## config.mk

```make
export PLATFORM = sky130hd
export DESIGN_NAME = seven_seg_scan_driver
export DESIGN_NICKNAME = d
export VERILOG_FILES = /design/src/rtl/seg_pkg.sv /design/src/rtl/seg_decode.sv /design/src/rtl/seven_seg_scan_driver.sv
export SDC_FILE = /design/constraint.sdc
export NUM_CORES = 1
export LEC_CHECK = 0
export CAP_MARGIN = 20
export CORE_ASPECT_RATIO = 1.75
export CORE_MARGIN = 3
export CORE_UTILIZATION = 27
export CTS_CLUSTER_SIZE = 24
export DETAILED_ROUTE_END_ITERATION = 10
export HOLD_SLACK_MARGIN = 0.06
export SYNTH_ARGS = -nofsm -noshare
export SYNTH_HDL_FRONTEND = slang
export SYNTH_SLANG_ARGS = --single-unit
```

## constraint.sdc

```tcl
create_clock -name clk -period 6.3 [get_ports clk]
set_input_delay 0.945 -clock clk [delete_from_list [all_inputs] [get_ports clk]]
set_output_delay 0.945 -clock clk [all_outputs]
set_load 0.01 [all_outputs]
```

## src/rtl/seg_pkg.sv

```systemverilog
// Shared glyph codes, active-low {g,f,e,d,c,b,a} segment patterns and the decode function.
// Also used by the display-state mapper for its code constants.
package seg_pkg;

  localparam int NUM_DIGITS = 6;

  typedef logic [4:0] code_t;
  typedef logic [6:0] seg_t;

  localparam code_t CODE_A     = 5'd10;
  localparam code_t CODE_B     = 5'd11;
  localparam code_t CODE_C     = 5'd12;
  localparam code_t CODE_D     = 5'd13;
  localparam code_t CODE_E     = 5'd14;
  localparam code_t CODE_F     = 5'd15;
  localparam code_t CODE_G     = 5'd16;
  localparam code_t CODE_H     = 5'd17;
  localparam code_t CODE_I     = 5'd18;
  localparam code_t CODE_L     = 5'd19;
  localparam code_t CODE_M     = 5'd20;
  localparam code_t CODE_P     = 5'd21;
  localparam code_t CODE_S     = 5'd22;
  localparam code_t CODE_T     = 5'd23;
  localparam code_t CODE_V     = 5'd24;
  localparam code_t CODE_DASH  = 5'd25;
  localparam code_t CODE_BLANK = 5'd31;

  localparam seg_t SEG_0     = 7'b1000000;
  localparam seg_t SEG_1     = 7'b1111001;
  localparam seg_t SEG_2     = 7'b0100100;
  localparam seg_t SEG_3     = 7'b0110000;
  localparam seg_t SEG_4     = 7'b0011001;
  localparam seg_t SEG_5     = 7'b0010010;
  localparam seg_t SEG_6     = 7'b0000010;
  localparam seg_t SEG_7     = 7'b1111000;
  localparam seg_t SEG_8     = 7'b0000000;
  localparam seg_t SEG_9     = 7'b0010000;
  localparam seg_t SEG_A     = 7'b0001000;
  localparam seg_t SEG_B     = 7'b0000011;
  localparam seg_t SEG_C     = 7'b1000110;
  localparam seg_t SEG_D     = 7'b0100001;
  localparam seg_t SEG_E     = 7'b0000110;
  localparam seg_t SEG_F     = 7'b0001110;
  localparam seg_t SEG_G     = 7'b1000010;
  localparam seg_t SEG_H     = 7'b0001001;
  localparam seg_t SEG_I     = 7'b1111001;
  localparam seg_t SEG_L     = 7'b1000111;
  localparam seg_t SEG_M     = 7'b1001000;
  localparam seg_t SEG_P     = 7'b0001100;
  localparam seg_t SEG_S     = 7'b0010010;
  localparam seg_t SEG_T     = 7'b0000111;
  localparam seg_t SEG_V     = 7'b1000001;
  localparam seg_t SEG_DASH  = 7'b0111111;
  localparam seg_t SEG_BLANK = 7'h7F;

  function automatic seg_t seg_decode_f(input code_t code);
    case (code)
      5'd0:       return SEG_0;
      5'd1:       return SEG_1;
      5'd2:       return SEG_2;
      5'd3:       return SEG_3;
      5'd4:       return SEG_4;
      5'd5:       return SEG_5;
      5'd6:       return SEG_6;
      5'd7:       return SEG_7;
      5'd8:       return SEG_8;
      5'd9:       return SEG_9;
      CODE_A:     return SEG_A;
      CODE_B:     return SEG_B;
      CODE_C:     return SEG_C;
      CODE_D:     return SEG_D;
      CODE_E:     return SEG_E;
      CODE_F:     return SEG_F;
      CODE_G:     return SEG_G;
      CODE_H:     return SEG_H;
      CODE_I:     return SEG_I;
      CODE_L:     return SEG_L;
      CODE_M:     return SEG_M;
      CODE_P:     return SEG_P;
      CODE_S:     return SEG_S;
      CODE_T:     return SEG_T;
      CODE_V:     return SEG_V;
      CODE_DASH:  return SEG_DASH;
      default:    return SEG_BLANK;
    endcase
  endfunction

endpackage

```

## src/rtl/seg_decode.sv

```systemverilog
// Combinational 5-bit glyph code to active-low 7-segment pattern lookup.
module seg_decode
  import seg_pkg::*;
(
  input  logic [4:0] code,
  output logic [6:0] seg
);

  always_comb begin
    seg = seg_decode_f(code);
  end

endmodule

```

## src/rtl/seven_seg_scan_driver.sv

```systemverilog
// Six-digit common-anode scan driver with per-frame shadowing of glyph codes.
// Optional digit blinking is built when SEG_BLINK_EN is defined.
module seven_seg_scan_driver
  import seg_pkg::*;
#(
  parameter int SCAN_DIV     = 50000,
  parameter int BLINK_FRAMES = 125
) (
  input  logic       clk,
  input  logic       rst,
  input  logic [4:0] disp0,
  input  logic [4:0] disp1,
  input  logic [4:0] disp2,
  input  logic [4:0] disp3,
  input  logic [4:0] disp4,
  input  logic [4:0] disp5,
  input  logic [5:0] blink_mask,
  output logic [6:0] seg_n,
  output logic [5:0] an_n,
  output logic       frame_start
);

  localparam int             PW        = $clog2(SCAN_DIV);
  localparam logic [PW-1:0]  PRESC_MAX = PW'(SCAN_DIV - 1);
  localparam logic [2:0]     IDX_LAST  = 3'(NUM_DIGITS - 1);

  code_t          disp   [NUM_DIGITS];
  code_t          shadow [NUM_DIGITS];
  logic [PW-1:0]  presc;
  logic [2:0]     idx;
  logic [2:0]     idx_next;
  logic           tick;
  logic           load;
  code_t          dec_code;
  seg_t           dec_seg;
  logic           blank;

  // On a frame-load edge the shadows are being written, so digit 0 must be taken
  // straight from the inputs to show the new frame without a one-slot lag.
  always_comb begin
    disp[0]  = disp0;
    disp[1]  = disp1;
    disp[2]  = disp2;
    disp[3]  = disp3;
    disp[4]  = disp4;
    disp[5]  = disp5;
    tick     = (presc == PRESC_MAX);
    idx_next = (idx == IDX_LAST) ? 3'd0 : idx + 3'd1;
    load     = tick && (idx == IDX_LAST);
    dec_code = load ? disp[idx_next] : shadow[idx_next];
  end

  seg_decode u_decode (
    .code (dec_code),
    .seg  (dec_seg)
  );

  always_ff @(posedge clk or negedge rst) begin
    if (!rst) begin
      presc       <= '0;
      idx         <= IDX_LAST;
      seg_n       <= '1;
      an_n        <= '1;
      frame_start <= 1'b0;
      for (int unsigned i = 0; i < NUM_DIGITS; i++) begin
        shadow[i] <= CODE_BLANK;
      end
    end else begin
      presc       <= tick ? '0 : presc + 1'b1;
      frame_start <= load;
      if (tick) begin
        idx   <= idx_next;
        an_n  <= ~(6'b000001 << idx_next);
        seg_n <= blank ? '1 : dec_seg;
      end
      if (load) begin
        for (int unsigned i = 0; i < NUM_DIGITS; i++) begin
          shadow[i] <= disp[i];
        end
      end
    end
  end

`ifdef SEG_BLINK_EN
  localparam int            FW       = $clog2(BLINK_FRAMES + 1);
  localparam logic [FW-1:0] FCNT_MAX = FW'(BLINK_FRAMES - 1);

  logic [FW-1:0] fcnt;
  logic          phase;
  logic          phase_next;
  logic [5:0]    shadow_blink;
  logic          blink_bit;

  // The phase computed for a load edge already governs the frame that edge starts.
  always_comb begin
    phase_next = phase;
    if (load && (fcnt == FCNT_MAX)) begin
      phase_next = ~phase;
    end
    blink_bit = load ? blink_mask[idx_next] : shadow_blink[idx_next];
    blank     = blink_bit & phase_next;
  end

  always_ff @(posedge clk or negedge rst) begin
    if (!rst) begin
      fcnt         <= FCNT_MAX;
      phase        <= 1'b1;
      shadow_blink <= '0;
    end else if (load) begin
      fcnt         <= (fcnt == FCNT_MAX) ? '0 : fcnt + 1'b1;
      phase        <= phase_next;
      shadow_blink <= blink_mask;
    end
  end
`else
  logic unused_blink;
  assign unused_blink = (^blink_mask) ^ (BLINK_FRAMES == 0);
  assign blank        = 1'b0;
`endif

endmodule

```

==> impl_results.md, run 1 <==
- Status: finished clean
- CP dominant cell by count: inv_1
- CTS resizes: 0
- Post-CTS setup buffers: 0
- Mux contribution to synthesized area: 3.95%
- Worst path cell trace: nand2_1, nor3_1, nand4_1, buf_4, a21oi_1, inv_1, ha_1, inv_1, mux2i_1, a22oi_1, o21ai_1
- Ys async rst share: 100%
- Vert. Die Dim: 156 um
- Via count: 2842
- Yosys reg bits: 63
- Share of cells above drive strength 1: 18.8%
- First-pass GRT wire length: 14.3 mm
- Row count: 54
- Wirelength per Cell: 14.2 um
- HPWL Detailed: 6.03 mm
- Synth warn: 0
- Synth Area in Adders: 2.90%
- Final setup skew: 9.99 ps
- Syn Nets: 426
- Vias in the first global route: 2982
- CTS tree: yes
- DR iter-0 viols: 148
- Startpoint of the worst register-to-register path: idx[0]
- Switch share: 20.1%
- Hold Path Origin: presc[0]
- # port buffers: 45
- FF-to-FF path depth: 11
- Worst Hold Path EP: presc[0]
- Cells after Synth: 380
- Worst R2R Setup Slack: 2690 ps
- DRC: 0
- Antenna Nets Post-Route: 0
- Final hold slack: 449 ps
- Max-cap violations: 0
- Max_slew headroom: 38.0%
- Critical Path Slowest Stage Cell: dfstp_2
- FILL cells: 1296
- Syn avg cell area: 9.08 sq um
- Setup crit end kind: register
- N_diodes: 0
- Core region area: 12500 sq um
- CTS root buf: clkbuf_16
- Fin. Hold Viols: 0
- Cells on Worst Hold Path: 1
- Worst Setup Path Type: register to register
- DRT Pass-1 Iters: 4
- Endpoints failing setup: 0
- Clk buf depth: 2
- Area growth from synthesis to layout: 27.0%
- Fin crit period: 3610 ps
- Worst-Margin Slew: 930 ps
- Cell Pwr Density: 221 nW/um^2
- Sink Count: 63
- Synth area leader: dfstp_2
- Synth Area in Compound Gates: 15.5%
- Gpl congestion: 0.875
- Post-layout util: 35.1%
- Comb pwr share: 3.1%
- Synth cell types: 54
- Netlist Area Pre-Place: 3450 sq um
- Via density: 4.79
- RSZ-0062 raised after global routing: no
- Post-synthesis sequential area ratio: 47.3%
- Antenna violations before repair: 0
- Top Ports: 52
- CP Launch Type: register
- Nets: 466
- Flop pwr share: 41.9%
- Global route total overflow: 0
- Die area: 14200 sq um
- CTS Buf Count: 9
- Simple-gate area share of the yosys netlist: 23.5%
- Post-synth EDFFs: 0
- Crit-path max FO: 32
- Peak VDD IR: 125 uV
- Setup tns final: 0 ps
- Data required, critical path: 6560 ps
- # H-tree levels: 3
- Final wirelength: 8.42 mm
- Fin crit share: 57.4%
- Total Routing Usage GR: 12.6%
- Clock Latency Late Sink: 340 ps
- Ys flop type: dfstp_2
- Worst hold path type: register to register
- Largest family of logic cells by synthesized area: simple AND/OR/NAND/NOR gates
- Number of slew-limit violations in the final report: 0
- Pwr Total: 970 uW
- Largest net degree at the start of global routing: 64
- Arrival time worst endpoint: 3880 ps
- Hold Buf Count CTS: 0
- Reg-to-Reg End: seg_n[5]
- Die W: 91.5 um
- Most frequent cell after synthesis: nand2_1
- Max Freq: 277 MHz
- Xor and xnor area share after synthesis: 3.81%
- Synth top cells by count: nand2_1 (99), dfstp_2 (45), nor2_1 (28), dfrtp_1 (18), o21ai_0 (17)
- Worst-path clk slew: 60 ps
- Cell-internal power: 775 uW
- Synth area leaders: dfstp_2 (34%), dfrtp_1 (13%), nand2_1 (11%)
- Switching pwr: 195 uW
- Yosys top cell area share: 34.3%
- Clock network power share: 55.0%
- Max stage delay on crit path: 830 ps
- Starting Density: 27.6%
- Lkg Pwr: 1.90 nW
[layer usage]
layer | track usage (%) | routed length [um] | share of wire [%]
met5 | 0 | 0 | 0
met4 | 6.55 | 262 | 3.1
met3 | 2.99 | 286 | 3.4
met2 | 22.6 | 4410 | 52
met1 | 13.6 | 3470 | 41
[power by group through the flow]
stage / registers, mW / clock network, mW / logic (mW)
global route: 0.406 / 0.567 / 0.0329
global placement: 0.412 / 0 / 0.0305
detailed placement: 0.412 / 0 / 0.0305
CTS: 0.406 / 0.544 / 0.0308
finish: 0.406 / 0.534 / 0.0298
floorplan: 0.412 / 0 / 0.00153
[flip-flops by register name, indices dropped and copies added, names as in the netlist]
name	flops
an_n	6
frame_start	1
idx	3
presc	16
seg_n	7
shadow	30
[kinds of logic after synthesis]
logic type / count (synthesis)
simple gates: 177
compound gates: 77
flops: 63
buf+inv: 27
xor+xnor: 15
mux: 13
fa+ha+maj: 8
[critical path, delay by kind of cell (launching register included)]
family	cells	cell delay (ps)
muxes	1	110
DFF	1	830
adders and majority gates	1	240
buffers and inverters	3	580
AOI/OAI and AO/OA	3	920
and+or+nand+nor	3	850
[cell type report]
class                   instances  area, sq um  area share [%]
flip-flops and latches         63         1630            37.3
well taps                     168          210            4.80
repair buffers                 49          475            10.8
inverters                       7         26.3           0.599
clock buffers                  12          278            6.34
clock inverters                 4         48.8            1.11
multi-input cells             290         1710            39.1
[per-stage QoR]
| stage | area [sq um] | setup WS, ps | instances |
|---|---|---|---|
| 2_1_floorplan | 3450 | 3360 | 380 |
| 3_3_place_gp | 4060 | 2580 | 577 |
| 3_5_place_dp | 4060 | 2520 | 577 |
| 4_1_cts | 4380 | 2640 | 593 |
| 5_1_grt | 4380 | 2310 | 593 |
| 6_report | 4380 | 2690 | 593 |
[cell usage in the layout (no fill, tap or decap), types with 3 or more instances in the layout]
| cell | count |
|---|---|
| nand2_1 | 99 |
| dfstp_2 | 45 |
| clkdlybuf4s50_1 | 44 |
| nor2_1 | 28 |
| dfrtp_1 | 18 |
| o21ai_0 | 17 |
| xor2_1 | 11 |
| clkbuf_16 | 10 |
| nand3_1 | 9 |
| nor3_1 | 9 |
| a21oi_1 | 9 |
| mux2i_1 | 8 |
| ha_1 | 8 |
| and3_1 | 7 |
| inv_1 | 7 |
| a22oi_1 | 7 |
| o211ai_1 | 7 |
| o21ai_1 | 6 |
| nor2b_1 | 5 |
| mux2_2 | 5 |
| xnor2_1 | 4 |
| nand2b_1 | 4 |
| a221oi_1 | 4 |
| a31oi_1 | 4 |
| buf_4 | 4 |
| a21o_1 | 3 |
[worst max path at each step]
stage	end	start	depth (start not counted)	slack (ps)
after CTS	seg_n[5]	idx[0]	11	2640
after global placement	seg_n[5]	disp2[0]	11	2580
final	seg_n[5]	idx[0]	11	2690
after detailed placement	seg_n[5]	disp2[0]	11	2520
after floorplan	seg_n[1]	disp2[0]	9	3360
after global routing	seg_n[6]	idx[2]	11	2310
Power figures use the tool's default switching activity.
==> inputs of run 2 (changes only) <==
clock period = 2.9 ns   (was 6.3 ns; I/O delays follow)
==> run 2 against run 1 <==
  * Die area is the same
  * Sequential share of layout area down 0.97 points
  * Worst setup slack lost 2600 ps
  * Final area is 2.7% higher
  * Combinational power up 130%
  * Critical path depth down 3
  * Register-to-register slack got worse by 2600 ps
  * Sequential cell count is the same
  * First-iteration DRC count is 14% higher
  * Critical path type unchanged
==> impl_results.md, run 2 (synthesis gave the netlist of run 1 again) <==
- Status: finished clean (unchanged)
- First-pass GRT wire length: 14.4 mm (was 14.3 mm)
- Endpoints failing setup: 0 (unchanged)
- Setup Slack @ Placement: 64.5 ps (was 2520 ps)
- Final wirelength: 8.59 mm (was 8.42 mm)
- Fin crit share: 95.8% (was 57.4%)
- Most common cell after layout, fill and taps aside: nand2_1 (unchanged)
- CP Launch Type: register (unchanged)
- Worst-path clk slew: 50 ps (was 60 ps)
- Clk buf depth: 2 (unchanged)
- Largest net degree at the start of global routing: 33 (was 64)
- Max stage delay on crit path: 610 ps (was 830 ps)
- Vias in the first global route: 2918 (was 2982)
- # H-tree levels: 3 (unchanged)
- Total Routing Usage GR: 12.6% (about the same)
- CP bufs+invs: 1 (was 3)
- CTS tree: yes (unchanged)
- Max Freq: 360 MHz (was 277 MHz)
- Antenna violations before repair: 0 (unchanged)
- Setup tns final: 0 ps (unchanged)
- Global route total overflow: 0 (unchanged)
- Sink Count: 63 (unchanged)
- HPWL Detailed: 6.37 mm (was 6.03 mm)
- Data required, critical path: 3140 ps (was 6560 ps)
- DR iter-0 viols: 168 (was 148)
- Fin crit period: 2780 ps (was 3610 ps)
- N_diodes: 0 (unchanged)
- Vert. Die Dim: 156 um (unchanged)
- Largest register by flop count: shadow (unchanged)
- Lkg Pwr: 1.98 nW (was 1.90 nW)
- Starting Density: 27.6% (unchanged)
- Final hold slack: 171 ps (was 449 ps)
- DRT Pass-1 Iters: 4 (unchanged)
- Worst setup margin: 123 ps (was 2690 ps)
- Largest regs: shadow (30), presc (16), seg_n (7) (unchanged)
- Core region area: 12500 sq um (unchanged)
- Commonest non-fill, non-tap cells in the layout: nand2_1 (99), dfstp_2 (45), clkdlybuf4s50_1 (44), nor2_1 (28) (was nand2_1 (99), dfstp_2 (45), clkdlybuf4s50_1 (44), nor2_1 (28), dfrtp_1 (18))
- FILL cells: 1274 (was 1296)
- Final setup skew: 6.82 ps (was 9.99 ps)
- Via count: 2915 (was 2842)
- Share of cells above drive strength 1: 21.4% (was 18.8%)
- Delay-heaviest family, CP: simple AND/OR/NAND/NOR gates (was compound AO/OA/AOI/OAI gates)
- Nets: 480 (was 466)
- Number of slew-limit violations in the final report: 0 (unchanged)
- Via density: 4.80 (was 4.79)
- Critical Path Slowest Stage Cell: or4b_4 (was dfstp_2)
- Area growth from synthesis to layout: 30.4% (was 27.0%)
- Die W: 91.5 um (unchanged)
- CTS Buf Count: 9 (unchanged)
- Cell Pwr Density: 446 nW/um^2 (was 221 nW/um^2)
- Crit-path max FO: 4 (was 32)
- RSZ-0062 raised after global routing: yes (was no)
- Setup crit end kind: register (unchanged)
- Top Ports: 52 (unchanged)
- Antenna Nets Post-Route: 0 (unchanged)
- Die area: 14200 sq um (unchanged)
- Row count: 54 (unchanged)
- Worst path cell trace: or4b_4, nor4_4, nor2_1, a2111o_1, buf_4, a311oi_1, o21ai_1, o211ai_1 (was nand2_1, nor3_1, nand4_1, buf_4, a21oi_1, inv_1, ha_1, inv_1, mux2i_1, a22oi_1, o21ai_1)
- Peak VDD IR: 269 uV (was 125 uV)
- Max_slew headroom: 50.9% (was 38.0%)
- CTS root buf: clkbuf_16 (unchanged)
- Clock Latency Late Sink: 330 ps (was 340 ps)
- Worst Setup Path Type: register to register (unchanged)
- Max FFs per register: 30 (unchanged)
- Arrival time worst endpoint: 3020 ps (was 3880 ps)
- Worst-Margin Slew: 736 ps (was 930 ps)
- Wirelength per Cell: 14.1 um (was 14.2 um)
- Max-cap violations: 0 (unchanged)
- DRC: 0 (unchanged)
- Gpl congestion: 0.879 (was 0.875)
- # port buffers: 45 (unchanged)
- Fin. Hold Viols: 0 (unchanged)
- Worst hold path type: input port to async pin (was register to register)
==> run 2: cell type report <==
cell class,count,area [sq um],share of cell area [%]
multi-input cells,290,1740,38.7
flip-flops and latches,63,1630,36.3
repair buffers,63,597,13.3
clock buffers,13,250,5.56
well taps,168,210,4.67
clock inverters,3,42.5,0.945
inverters,7,26.3,0.583
==> run 2: metrics by stage <==
step | instances | area (sq um) | power (mW) | utilization [%]
finish | 607 | 4500 | 2.01 | 36.0
CTS | 605 | 4450 | 2.04 | 35.6
detailed placement | 589 | 4160 | 0.965 | 33.3
floorplan | 380 | 3450 | 0.899 | -
global placement | 589 | 4160 | 0.965 | 33.3
global route | 607 | 4500 | 2.09 | 36.0
==> run 2: worst paths after layout <==
path | start | end | slack, ps | depth (start not counted)
setup / recovery | presc[10] | seg_n[6] | 120 | 8
max in group asynchronous | rst | shadow[8] | 2030 | 2
setup reg to reg | presc[10] | seg_n[6] | 120 | 8
hold reg to reg | shadow[22] | shadow[22] | 450 | 2
min in group clk | shadow[22] | shadow[22] | 450 | 2
hold / removal | rst | presc[0] | 170 | 1
==> run 2: what timing repair did <==
item,CTS,global route
hold buffers,0,0
setup endpoints to repair,0,7
buffers inserted,0,2
gates resized for setup,0,7
==> run 2: power breakdown <==
group / internal [mW] / switching, mW / total [mW]
combinational: 0.0407 / 0.0268 / 0.0675
clock: 0.687 / 0.371 / 1.06
sequential: 0.883 / 0 / 0.883
total: 1.61 / 0.398 / 2.01
==> run 2: layer usage <==
metal / vias up / track usage [%] / wire, um
li1: 1428 / - / -
met5: - / 0 / 0
met1: 1412 / 14.2 / 3480
met2: 56 / 22.0 / 4500
met4: 0 / 7.55 / 303
met3: 19 / 2.36 / 299
==> inputs of run 3 (changes only) <==
ABC_CLOCK_PERIOD_IN_PS = 2900   (was unset)
CORE_UTILIZATION = 46   (was 27)
PLACE_DENSITY = 0.72   (was unset)
RECOVER_POWER = 25   (was unset)
==> run 3 against run 2 <==
  * Sequential power hardly changed
  * Die area is 39% lower
  * Sequential cell count stayed put
  * Cell count is 13% lower
  * Sequential share of layout area is 0.67 points higher
  * Maximum frequency is 2.4% higher
  * Highest routed layer unchanged
  * Core utilization is 25 points higher
  * Critical path depth is 1 higher
  * Worst setup slack better by 66 ps
  * Worst hold slack better by 280 ps
  * Register-to-register slack better by 70 ps
  * Critical endpoint unchanged
  * The flow now finishes with violations (max-capacitance violations, max-slew violations)
  * First-iteration DRC count is 1.8% lower
==> impl_results.md, run 3 (synthesis gave the netlist of run 1 again) <==
- Cell Pwr Density: 468 nW/um^2 (was 446 nW/um^2)
- Final hold slack: 451 ps (was 171 ps)
- Max-cap violations: 1 (was 0)
- Critical Path Source: presc[10] (unchanged)
- Sink Count: 63 (unchanged)
- CP dominant cell by count: inv_1
- Total Routing Usage GR: 20.9% (was 12.6%)
- Seq. cell area: 1630 sq um (about the same)
- Vias in the first global route: 2988 (was 2918)
- Worst-Margin Slew: 1510 ps (was 736 ps)
- Crit-path max FO: 7 (was 4)
- DRC: 0 (unchanged)
- Largest register by flop count: shadow (unchanged)
- Die W: 71.5 um (was 91.5 um)
- # port buffers: 45 (unchanged)
- Top Ports: 52 (unchanged)
- CTS tree: yes (unchanged)
- Commonest non-fill, non-tap cells in the layout: nand2_1 (99), dfstp_2 (45), clkdlybuf4s50_1 (44), nor2_1 (28), buf_4 (20) (was nand2_1 (99), dfstp_2 (45), clkdlybuf4s50_1 (44), nor2_1 (28))
- Final wirelength: 8.12 mm (was 8.59 mm)
- DR iter-0 viols: 165 (was 168)
- Max_slew headroom: -0.635% (was 50.9%)
- Gpl congestion: 0.906 (was 0.879)
- Worst path cell trace: nor4b_1, and4_1, mux2_2, inv_1, ha_1, inv_1, a311oi_1, o21ai_1, o211ai_1 (was or4b_4, nor4_4, nor2_1, a2111o_1, buf_4, a311oi_1, o21ai_1, o211ai_1)
- Arrival time worst endpoint: 2960 ps (was 3020 ps)
- Wirelength per Cell: 15.4 um (was 14.1 um)
- Fin crit period: 2710 ps (was 2780 ps)
- Setup crit end kind: register (unchanged)
- Antenna violations before repair: 0 (unchanged)
- CP Launch Type: register (unchanged)
- Final setup skew: 6.09 ps (was 6.82 ps)
- Largest regs: shadow (30), presc (16), seg_n (7) (unchanged)
- Failing checks: max-capacitance violations, max-slew violations
- Via density: 5.62 (was 4.80)
- Cell-internal power: 1.66 mW (was 1.61 mW)
- Status: finished, violations left (was finished clean)
- Post-layout util: 61.1% (was 36.0%)
- Worst setup endpoint: seg_n[6] (unchanged)
- Max FFs per register: 30 (unchanged)
- Peak VDD IR: 432 uV (was 269 uV)
- Global route total overflow: 0 (unchanged)
- N_diodes: 0 (unchanged)
- Area growth from synthesis to layout: 28.0% (was 30.4%)
- FILL cells: 625 (was 1274)
- Worst hold path type: register to register (was input port to async pin)
- Core region area: 7230 sq um (was 12500 sq um)
- Row count: 41 (was 54)
- CTS Buf Count: 9 (unchanged)
- FF-to-FF path depth: 9 (was 8)
- First-pass GRT wire length: 14.0 mm (was 14.4 mm)
- HPWL Detailed: 5.92 mm (was 6.37 mm)
- Share of cells above drive strength 1: 22.6% (was 21.4%)
- # H-tree levels: 3 (unchanged)
- Die area: 8620 sq um (was 14200 sq um)
- Clock Latency Late Sink: 330 ps (about the same)
- Antenna Nets Post-Route: 0 (unchanged)
- Max Freq: 369 MHz (was 360 MHz)
- Lkg Pwr: 1.99 nW (was 1.98 nW)
- Largest net degree at the start of global routing: 64 (was 33)
- Clk buf depth: 2 (unchanged)
- Worst R2R Setup Slack: 190 ps (was 120 ps)
- Number of slew-limit violations in the final report: 64 (was 0)
- Multi-input logic area: 1730 sq um (was 1740 sq um)
- Max stage delay on crit path: 500 ps (was 610 ps)
- Critical Path Slowest Stage Cell: nor4b_1 (was or4b_4)
- Worst Setup Path Type: register to register (unchanged)
- Comb pwr share: 3.1% (was 3.4%)
- Starting Density: 47.7% (was 27.6%)
- Most common cell after layout, fill and taps aside: nand2_1 (unchanged)
- Switch share: 19.8% (about the same)
- Startpoint of the worst register-to-register path: presc[10] (unchanged)
- CTS root buf: clkbuf_16 (unchanged)
- Clock network power share: 54.2% (was 52.7%)
- DRT Pass-1 Iters: 4 (unchanged)
- Fin. Hold Viols: 0 (unchanged)
- Endpoints failing setup: 0 (unchanged)
- Reg-to-Reg End: seg_n[6] (unchanged)
- Flop pwr share: 42.7% (was 44.0%)
- Fin crit share: 93.5% (was 95.8%)
- Data required, critical path: 3140 ps (about the same)
- Nets: 483 (was 480)
- Via count: 2966 (was 2915)
- Vert. Die Dim: 121 um (was 156 um)
- Switching pwr: 410 uW (was 398 uW)
- Worst-path clk slew: 50 ps (about the same)
- Hold Buf Count CTS: 0 (unchanged)
[run 3: cell types whose count changed in the layout (fill, tap and decap cells not counted), sizes merged]
cell / change
clkinv: +3
clkbuf: -1
clkinvlp: -1
buf: +2
[run 3: worst min-delay path by stage]
stage	start	endpoint	slack [ps]	depth (start not counted)
3_5_place_dp	shadow[23]	shadow[23]	450	2
4_1_cts	rst	frame_start	300	2
5_1_grt	shadow[22]	shadow[22]	470	2
6_report	shadow[23]	shadow[23]	450	2
2_1_floorplan	rst	frame_start	140	0
3_3_place_gp	presc[0]	presc[0]	440	1
[run 3: layout make-up]
cell class,instances,share of cell area [%]
inverters,7,0.595
flip-flops and latches,63,37.0
clock inverters,5,1.22
multi-input cells,290,39.2
repair buffers,66,13.6
well taps,86,2.44
clock buffers,11,5.98
[run 3: critical path: cells and delay by family (launching register included)]
family                   cells  cell delay, ps
AO/OA/AOI/OAI                3             480
adder cells (fa/ha/maj)      1             190
buffers and inverters        2             260
flip-flops                   1             430
multiplexers                 1             440
AND/OR/NAND/NOR              2             820
[run 3: timing repair]
| item | CTS | global route |
|---|---|---|
| buffers inserted | 0 | 0 |
| setup endpoints to repair | 0 | 6 |
| gates resized for setup | 0 | 5 |
[run 3: per-layer routing]
metal,up-vias,share of wire (%),GRT usage (%)
met5,-,0,0
met4,0,4.1,11.9
met3,25,3.9,5.32
met2,75,53,35.7
met1,1424,39,23.1
li1,1442,-,-
[run 3: power by group through the flow]
stage / registers (mW) / clock network (mW) / logic [mW]
2_1_floorplan: 0.896 / 0 / 0.00332
3_3_place_gp: 0.896 / 0 / 0.0648
3_5_place_dp: 0.896 / 0 / 0.0655
4_1_cts: 0.883 / 1.15 / 0.0658
5_1_grt: 0.882 / 1.18 / 0.0708
6_report: 0.883 / 1.12 / 0.0635
[run 3: stage by stage]
stage	std cells	setup TNS [ps]	setup WS (ps)	power, mW	instance area [sq um]
3_5_place_dp	512	0	74.1	0.961	4080
5_1_grt	528	-9.79	-9.79	2.14	4420
6_report	528	0	189	2.07	4420
2_1_floorplan	380	0	146	0.899	3450
3_3_place_gp	512	0	111	0.961	4080
4_1_cts	528	0	99.4	2.09	4400
